===== src/rtl/mul_pkg.sv =====
// Shared encodings and the captured-request record for the multiply sequencer.
package mul_pkg;

    localparam logic [1:0] OP_MUL  = 2'b00;
    localparam logic [1:0] OP_MULT = 2'b01;
    localparam logic [1:0] OP_MADD = 2'b10;
    localparam logic [1:0] OP_MSUB = 2'b11;

    localparam logic [1:0] ST_IDLE = 2'd0;
    localparam logic [1:0] ST_RUN  = 2'd1;
    localparam logic [1:0] ST_DONE = 2'd2;

    typedef struct packed {
        logic [1:0]  op;
        logic [31:0] a;
        logic [31:0] b;
        logic [4:0]  rd;
        logic [31:0] hi;
        logic [31:0] lo;
    } mul_req_t;

    // MUL is the only op that retires to the GPR file instead of HI/LO.
    function automatic logic writes_gpr(input logic [1:0] op);
        return (op == OP_MUL);
    endfunction

endpackage


===== src/rtl/mul_accum_unit.sv =====
// Combinational 64-bit signed multiply, optionally accumulated into {Hi,Lo}.
module mul_accum_unit
    import mul_pkg::*;
(
    input  logic [1:0]  i_op,
    input  logic [31:0] i_a,
    input  logic [31:0] i_b,
    input  logic [31:0] i_hi,
    input  logic [31:0] i_lo,
    output logic [31:0] o_hi,
    output logic [31:0] o_lo
);

    logic signed [63:0] w_a_ext;
    logic signed [63:0] w_b_ext;
    logic        [63:0] w_prod;
    logic        [63:0] w_acc;
    logic        [63:0] w_res;

    assign w_a_ext = {{32{i_a[31]}}, i_a};
    assign w_b_ext = {{32{i_b[31]}}, i_b};
    assign w_prod  = w_a_ext * w_b_ext;
    assign w_acc   = {i_hi, i_lo};

    // Select plain product or wrap-around accumulate/subtract.
    always_comb begin
        w_res = w_prod;
        case (i_op)
            OP_MUL:  w_res = w_prod;
            OP_MULT: w_res = w_prod;
            OP_MADD: w_res = w_acc + w_prod;
            OP_MSUB: w_res = w_acc - w_prod;
            default: w_res = w_prod;
        endcase
    end

    assign o_hi = w_res[63:32];
    assign o_lo = w_res[31:0];

endmodule


===== src/rtl/mul_sequencer.sv =====
// Multi-cycle MUL/MULT/MADD/MSUB sequencer: stalls the pipeline front for
// LATENCY cycles, then retires the result to HI/LO or a GPR.
module mul_sequencer
    import mul_pkg::*;
#(
    parameter int unsigned LATENCY = 4
)
(
    input  logic        Clk,
    input  logic        Reset,
    input  logic        Start,
    input  logic [1:0]  Op,
    input  logic [31:0] A,
    input  logic [31:0] B,
    input  logic [4:0]  Rd,
    input  logic [31:0] HiIn,
    input  logic [31:0] LoIn,
    output logic        Busy,
    output logic        Done,
    output logic [31:0] HiOut,
    output logic [31:0] LoOut,
    output logic        HiLoWrite,
    output logic        RegWriteMul,
    output logic [4:0]  RdOut
);

    localparam logic [3:0] CNT_LOAD = 4'(LATENCY - 32'd1);
    localparam logic       LAT_ONE  = (LATENCY == 32'd1);

    logic [1:0]  r_state;
    logic [1:0]  w_state_nxt;
    logic [3:0]  r_cnt;
    logic [3:0]  w_cnt_nxt;
    mul_req_t    r_req;
    mul_req_t    w_req_in;
    mul_req_t    w_req_sel;
    logic        w_start_ok;
    logic        w_finish;
    logic [31:0] w_hi;
    logic [31:0] w_lo;
    logic        r_done;
    logic        r_hilo_we;
    logic        r_reg_we;
    logic [31:0] r_hi;
    logic [31:0] r_lo;
    logic [4:0]  r_rd;

    assign w_start_ok = Start & (r_state != ST_RUN);
    assign w_req_in   = '{op: Op, a: A, b: B, rd: Rd, hi: HiIn, lo: LoIn};
    // With LATENCY=1 the result retires straight from the live operands.
    assign w_req_sel  = (r_state == ST_RUN) ? r_req : w_req_in;
    assign w_finish   = ((r_state == ST_RUN) && (r_cnt <= 4'd1)) || (w_start_ok && LAT_ONE);

    mul_accum_unit u_accum (
        .i_op (w_req_sel.op),
        .i_a  (w_req_sel.a),
        .i_b  (w_req_sel.b),
        .i_hi (w_req_sel.hi),
        .i_lo (w_req_sel.lo),
        .o_hi (w_hi),
        .o_lo (w_lo)
    );

    // Next-state and counter; the counter hits zero as RUN hands over to DONE.
    always_comb begin
        w_state_nxt = ST_IDLE;
        w_cnt_nxt   = 4'd0;
        case (r_state)
            ST_IDLE, ST_DONE: begin
                if (w_start_ok && LAT_ONE) begin
                    w_state_nxt = ST_DONE;
                end else if (w_start_ok) begin
                    w_state_nxt = ST_RUN;
                    w_cnt_nxt   = CNT_LOAD;
                end else begin
                    w_state_nxt = ST_IDLE;
                end
            end
            ST_RUN: begin
                if (r_cnt <= 4'd1) begin
                    w_state_nxt = ST_DONE;
                end else begin
                    w_state_nxt = ST_RUN;
                    w_cnt_nxt   = r_cnt - 4'd1;
                end
            end
            default: w_state_nxt = ST_IDLE;
        endcase
    end

    // State, capture and registered retirement outputs.
    always_ff @(posedge Clk) begin
        if (Reset) begin
            r_state   <= ST_IDLE;
            r_cnt     <= 4'd0;
            r_req     <= '0;
            r_done    <= 1'b0;
            r_hilo_we <= 1'b0;
            r_reg_we  <= 1'b0;
            r_hi      <= 32'd0;
            r_lo      <= 32'd0;
            r_rd      <= 5'd0;
        end else begin
            r_state   <= w_state_nxt;
            r_cnt     <= w_cnt_nxt;
            r_done    <= w_finish;
            r_hilo_we <= w_finish & ~writes_gpr(w_req_sel.op);
            r_reg_we  <= w_finish & writes_gpr(w_req_sel.op);
            if (w_start_ok) begin
                r_req <= w_req_in;
            end
            if (w_finish) begin
                r_hi <= w_hi;
                r_lo <= w_lo;
                r_rd <= w_req_sel.rd;
            end
        end
    end

    assign Busy        = (r_state == ST_RUN) | w_start_ok;
    assign Done        = r_done;
    assign HiLoWrite   = r_hilo_we;
    assign RegWriteMul = r_reg_we;
    assign HiOut       = r_hi;
    assign LoOut       = r_lo;
    assign RdOut       = r_rd;

endmodule


===== config.mk =====
export PLATFORM = sky130hd
export DESIGN_NAME = mul_sequencer
export DESIGN_NICKNAME = d
export VERILOG_FILES = /design/src/rtl/mul_pkg.sv /design/src/rtl/mul_accum_unit.sv /design/src/rtl/mul_sequencer.sv
export SDC_FILE = /design/constraint.sdc
export NUM_CORES = 2
export LEC_CHECK = 0
export CAP_MARGIN = 20
export CORE_MARGIN = 10
export CORE_UTILIZATION = 60
export DETAILED_ROUTE_END_ITERATION = 10
export GPL_ROUTABILITY_DRIVEN = 0
export PLACE_DENSITY = 0.84
export SLEW_MARGIN = 25
export SYNTH_ARGS = -nofsm -noshare
export SYNTH_HDL_FRONTEND = slang
export SYNTH_SLANG_ARGS = --single-unit
export TNS_END_PERCENT = 20

===== constraint.sdc =====
create_clock -name Clk -period 22 [get_ports Clk]
set_input_delay 2.2 -clock Clk [delete_from_list [all_inputs] [get_ports Clk]]
set_output_delay 2.2 -clock Clk [all_outputs]
set_load 0.05 [all_outputs]

Word-level counts from Yosys, hierarchy flattened

Index checks and enable logic that the tools add are counted.

Memories kept: 0
Output and inout port bits: 73
Input port bits: 138
Bits in read-only memories: 0
Logic and storage cells: 43
Bits in latches: 0
Bits in writable memories: 0
Bits in registers: 213

Reduce and logical (&&, ||, !) cells: 5
Add/subtract/negate cells: 3
Divide/modulo/power cells: 0
Equality and inequality tests: 6
Multipliers: 1
Mux-type cells: 8
Shifts and indexed selects: 0
$lt $le $gt $ge: 1
Bitwise operators: 5

Operators by type and width:

| operator            | number |
|---|---|
| $pmux 64 s3         | 1 |
| $mux 135            | 1 |
| $add 64x64->64      | 1 |
| $mul 32x32->64      | 1 |
| $sub 64x64->64      | 1 |
| $pmux 4 s2          | 1 |
| $eq 2x2->1 const B  | 3 |
| $eq 2x1->1 const B  | 2 |
| $le 4x1->1 const B  | 1 |
| $logic_not 2->1     | 2 |
| $mux 2              | 2 |
| $mux 4              | 1 |
| $pmux 2 s2          | 1 |
| $reduce_or 2->1     | 2 |
| $sub 4x1->4 const B | 1 |
| $and 1x1->1         | 3 |
| $ne 2x1->1 const B  | 1 |
| $logic_and 1x1->1   | 1 |
| $mux 1              | 1 |
| $not 1->1           | 1 |
| $or 1x1->1          | 1 |

Logic depth before layout (Yosys ltp)

Depth in word-level cells: 5
Depth in mapped cells: 51
Mapped depth without buffers: 46

Hierarchy

Synthesis repeated with hierarchy kept, for this count alone.

Cell total of the unflattened synthesis: 6,192
Area total of the unflattened synthesis: 52,460.3 sq um

Modules (own cells, without submodules):

| module         | sequential area each (sq um) | cells an instance | times used | area each (sq um) |
|---|---|---|---|---|
| mul_accum_unit | 0.0                          | 4,824             | 1          | 42,458.2 |
| mul_sequencer  | 4,244.1                      | 1,368             | 1          | 10,002.1 |

Least setup slack after synthesis

No wires, ideal clock.

Kind: input to register
From: in B[7]
To: reg r_hi[26], in the netlist HiOut[26]
Arrival: 12.918 ns
Library setup time: 0.091 ns
Path buffers: 3
Data required time: 21.909 ns
Path slack: 8.991 ns
Stages on the path: 43
Cells stage by stage: mux2i_1 clkbuf_1 nor2_1 fa_1 fa_1 fa_1 inv_1 fa_1 inv_1 fa_1 inv_1 fa_1 inv_1 fa_1 fa_1 ha_1 clkbuf_1 a21oi_1 [... 7 more ...] nor2_4 a21o_1 xnor2_1 ha_1 clkbuf_1 a21o_1 a21o_1 a21oi_1 o21ai_0 and3_1 a211o_1 a31o_2 a31oi_1 o21ai_1 a221o_1 xor2_1 nand2_1 a311oi_1

Cells in the longest elaborated chain, start to end: 4
Elaborated cells on any way between the ends: 5
Those cells by class: add/sub: 2; mul: 1; mux: 2

RTL lines:

| item                                             | line                                       | RTL |
|---|---|---|
| start, declared                                  | mul_sequencer.sv:14                        | `input logic [31:0] B,` |
| $mux 135 (*)                                     | mul_sequencer.sv:51                        | `assign w_req_sel = (r_state == ST_RUN) ? r_req : w_req_in;` |
| $mul 32x32->64 (*)                               | mul_accum_unit.sv:22                       | `assign w_prod = w_a_ext * w_b_ext;` |
| $sub 64x64->64 or $add 64x64->64 (tied branches) | mul_accum_unit.sv:32, mul_accum_unit.sv:31 |  |
| $pmux 64 s3 (*)                                  | mul_accum_unit.sv:28                       | `case (i_op)` |
| end signal, assigned                             | mul_sequencer.sv:113                       | `r_hi <= w_hi;` |
| end, declared                                    | mul_sequencer.sv:44                        | `logic [31:0] r_hi;` |

Mark *: on every way between the ends. The rest lies on a longest branch, timed or not.
A chain may end at the register's enable or synchronous reset.

Final worst setup path

From: in B[2]
To: reg r_hi[31], in the netlist HiOut[31]

Same word-level chain as after synthesis.

==> results.sh <==
export IMPL_status="completed"
export IMPL_cp_end_kind="flop"
export IMPL_num_nets_final=7319
export IMPL_clock_skew_final_ps=33.9
export IMPL_clkTransAtPathRegs_ps=70
export IMPL_antennaDiodeCount=0
export IMPL_vias=43183
export IMPL_grt_pass1_wl_um=253000
export IMPL_netlist_top_cells_area="fa_1 (43%), dfxtp_1 (8.5%), nand2_1 (7.4%), inv_1 (7.4%), ha_1 (6.3%)"
export IMPL_synth_distinct_cells=82
export IMPL_totalWireLength_um=161000
export IMPL_overflow=0
export IMPL_cts_resized_gates=0
export IMPL_syn_avg_cell_area_sq_um=8.55
export IMPL_period_needed_ps=14280
export IMPL_crit_buf_inv=4
export IMPL_drv_cap=0
export IMPL_grt_pass1_vias=45458
export IMPL_synth_cells=5839
export IMPL_ios=211
export IMPL_chipWidth_um=308
export IMPL_worst_pin_slew_ps=1120
export IMPL_rows=105
export IMPL_multi_input_area_sq_mm=0.0411
export IMPL_maxSlewViolCount=0
export IMPL_cts_tree="yes"
export IMPL_yosysTopAreaCell="fa_1"
export IMPL_first_pass_iters=7
export IMPL_cp_common_cell="fa_1"
export IMPL_rsz0062_at_grt="no"
export IMPL_drtAntennaViolNets=0
export IMPL_area_growth_pct=7.77
export IMPL_layout_area_seq_sq_mm=0.00424
export IMPL_cp_top_family="adder cells"
export IMPL_required_ps=22440
export IMPL_syn_area_sq_mm=0.0499
export IMPL_routed_via_density=6.23
export IMPL_max_freq_ghz=0.0700
export IMPL_critPathMaxFanout=30
export IMPL_worstHoldStart="r_req[38]"
export IMPL_grt_start_max_net_pins=124
export IMPL_grt_usage=0.341
export IMPL_synth_edf_count=0
export IMPL_clk_path_buf_depth=3
export IMPL_crit_type="in -> reg"
export IMPL_drive_gt1_frac=0.0496
export IMPL_setup_viol=0
export IMPL_cts_setup_buffers=0
export IMPL_cts_max_level=1
export IMPL_worstSkewPairLatency_ps=600
export IMPL_drc=0
export IMPL_max_slew_margin=0.232
export IMPL_core_area_sq_mm=0.0822
export IMPL_ys_async_sr_fraction=0
export IMPL_crit_path_top_delay_cell="mux2_2"
export IMPL_hpwlAfterDp_um=128000
export IMPL_synth_top_area_frac=0.434
export IMPL_final_hold_viol_count=0
export IMPL_cts_sinks=212
export IMPL_io_buffer_count=210
export IMPL_rr_startpoint="r_state[1]"
export IMPL_cp_start_kind="input port"
export IMPL_hold_path_class="reg -> reg"
export IMPL_cts_root_buf="clkbuf_16"
export IMPL_start_util=0.607
export IMPL_synth_seq_cells=212
export IMPL_arrival_ps=14730
export IMPL_crit_start="B[2]"
export IMPL_seq_area_frac_synth=0.0850
export IMPL_period_share=0.649
export IMPL_dieHeight_um=308
export IMPL_cpPeakStageDelay_ps=680
export IMPL_synth_ff_type="dfxtp_1"
export IMPL_avgRoutedWirePerCell_um=23.2
export IMPL_die_area_sq_mm=0.0952
export IMPL_synth_warning_count=0
export IMPL_antenna_found_initial=6
export IMPL_cts_hold_fix_buffers=0
export IMPL_fin_setup_tns_ps=0
export IMPL_cts_made_buffers=25
export IMPL_drt_iter0_drc=5271
export IMPL_fillCellCount=6391
export IMPL_syn_nets=7310
-- registers in the layout (all words and copies together), names as in the netlist --
register	cells
HiLoWrite	1
HiOut	32
LoOut	32
RdOut	5
RegWriteMul	1
r_cnt	4
r_req	135
r_state	2
-- worst paths after layout --
| path | end | slack, ps | cells past startpoint |
|---|---|---|---|
| worst max-delay path | HiOut[31] | 7720 | 40 |
| worst min-delay path | r_req[38] | 450 | 2 |
| worst max register to register | HiOut[31] | 8050 | 41 |
| worst min register to register | r_req[38] | 450 | 2 |
-- metal layers --
layer | GRT usage | vias up | routed length [um]
li1 | - | 18071 | -
met1 | 0.417 | 21138 | 55100
met2 | 0.520 | 3156 | 70300
met3 | 0.121 | 808 | 24200
met4 | 0.190 | 10 | 11300
met5 | 0 | - | 60
-- synth_stat cells (all sizes together), types with 12 or more instances --
cell and count:
and3 29, o21bai 20, buf 29, o211ai 29, o21ai 114, mux2 127, fa 1083, xnor2 122
inv 978, nor3 48, a31oi 20, a211oi 48, nor2b 14, dfxtp 212, nand3 33, a21oi 322
o21a 21, ha 250, clkbuf 270, xor2 65, nand2 987, nand4 29, and2 19, mux2i 66
nand2b 28, a21o 63, nor2 650, a311oi 26, a211o 14, or3 12
-- worst min-delay path: cells and delay by family, from the launching register on --
family / cells / cell delay, ps
simple gates: 1 / 50
compound gates: 1 / 50
flops: 1 / 310
-- layout by cell type, fill, tap and decap left out, drive strengths merged, types with 5 or more instances in the layout --
cell / n
a221oi: 6
ha: 250
nor2: 650
inv: 981
a211o: 14
mux2i: 66
o22ai: 8
dfxtp: 212
nor4: 7
or2: 5
o21bai: 20
buf: 72
nor3: 48
nor2b: 14
nand2: 987
xor2: 65
clkdlybuf4s50: 209
nand4: 29
or3: 12
and3: 29
a311oi: 26
and2: 19
clkbuf: 34
o31ai: 10
or4: 6
o21a: 21
a31oi: 20
clkinv: 7
nand3: 33
a21o: 63
a21oi: 322
o21ai: 114
fa: 1083
mux2: 127
a211oi: 48
xnor2: 122
o211ai: 29
nand2b: 28
-- through the flow --
step | cell area [sq um] | utilization | hold slack, ps | worst slack, ps | cells
CTS | 53800 | 0.654 | 455 | 8010 | 6937
global route | 53800 | 0.654 | 473 | 7180 | 6937
detailed placement | 52900 | 0.644 | 446 | 7460 | 6891
global placement | 52900 | 0.644 | 439 | 7620 | 6891
finish | 53800 | 0.654 | 454 | 7720 | 6937
floorplan | 49900 | - | 432 | 8990 | 5839
-- kinds of logic (layout without fill, tap and decap cells) --
kind of cell | count (synthesis) | count (layout) | synth area share
AOI/OAI and AO/OA | 752 | 752 | 0.0939
xor gates and xnor gates | 187 | 187 | 0.0328
adders and majority gates | 1333 | 1333 | 0.497
buffers and inverters | 1278 | 1306 | 0.0962
DFF | 212 | 212 | 0.0850
muxes | 193 | 193 | 0.0419
and+or+nand+nor | 1884 | 1884 | 0.153
-- cell type report --
type                       count  share of cell area
sequential                   212              0.0789
inverter                     979              0.0683
tap                         1070              0.0249
clock inverter                12             0.00223
timing repair buffer         281              0.0492
multi-input combinational   4349               0.763
clock buffer                  34              0.0137
Power is left out: the tool's default activity adds up to more than one toggle a clock period on the data nets, which glitch-free logic cannot reach.
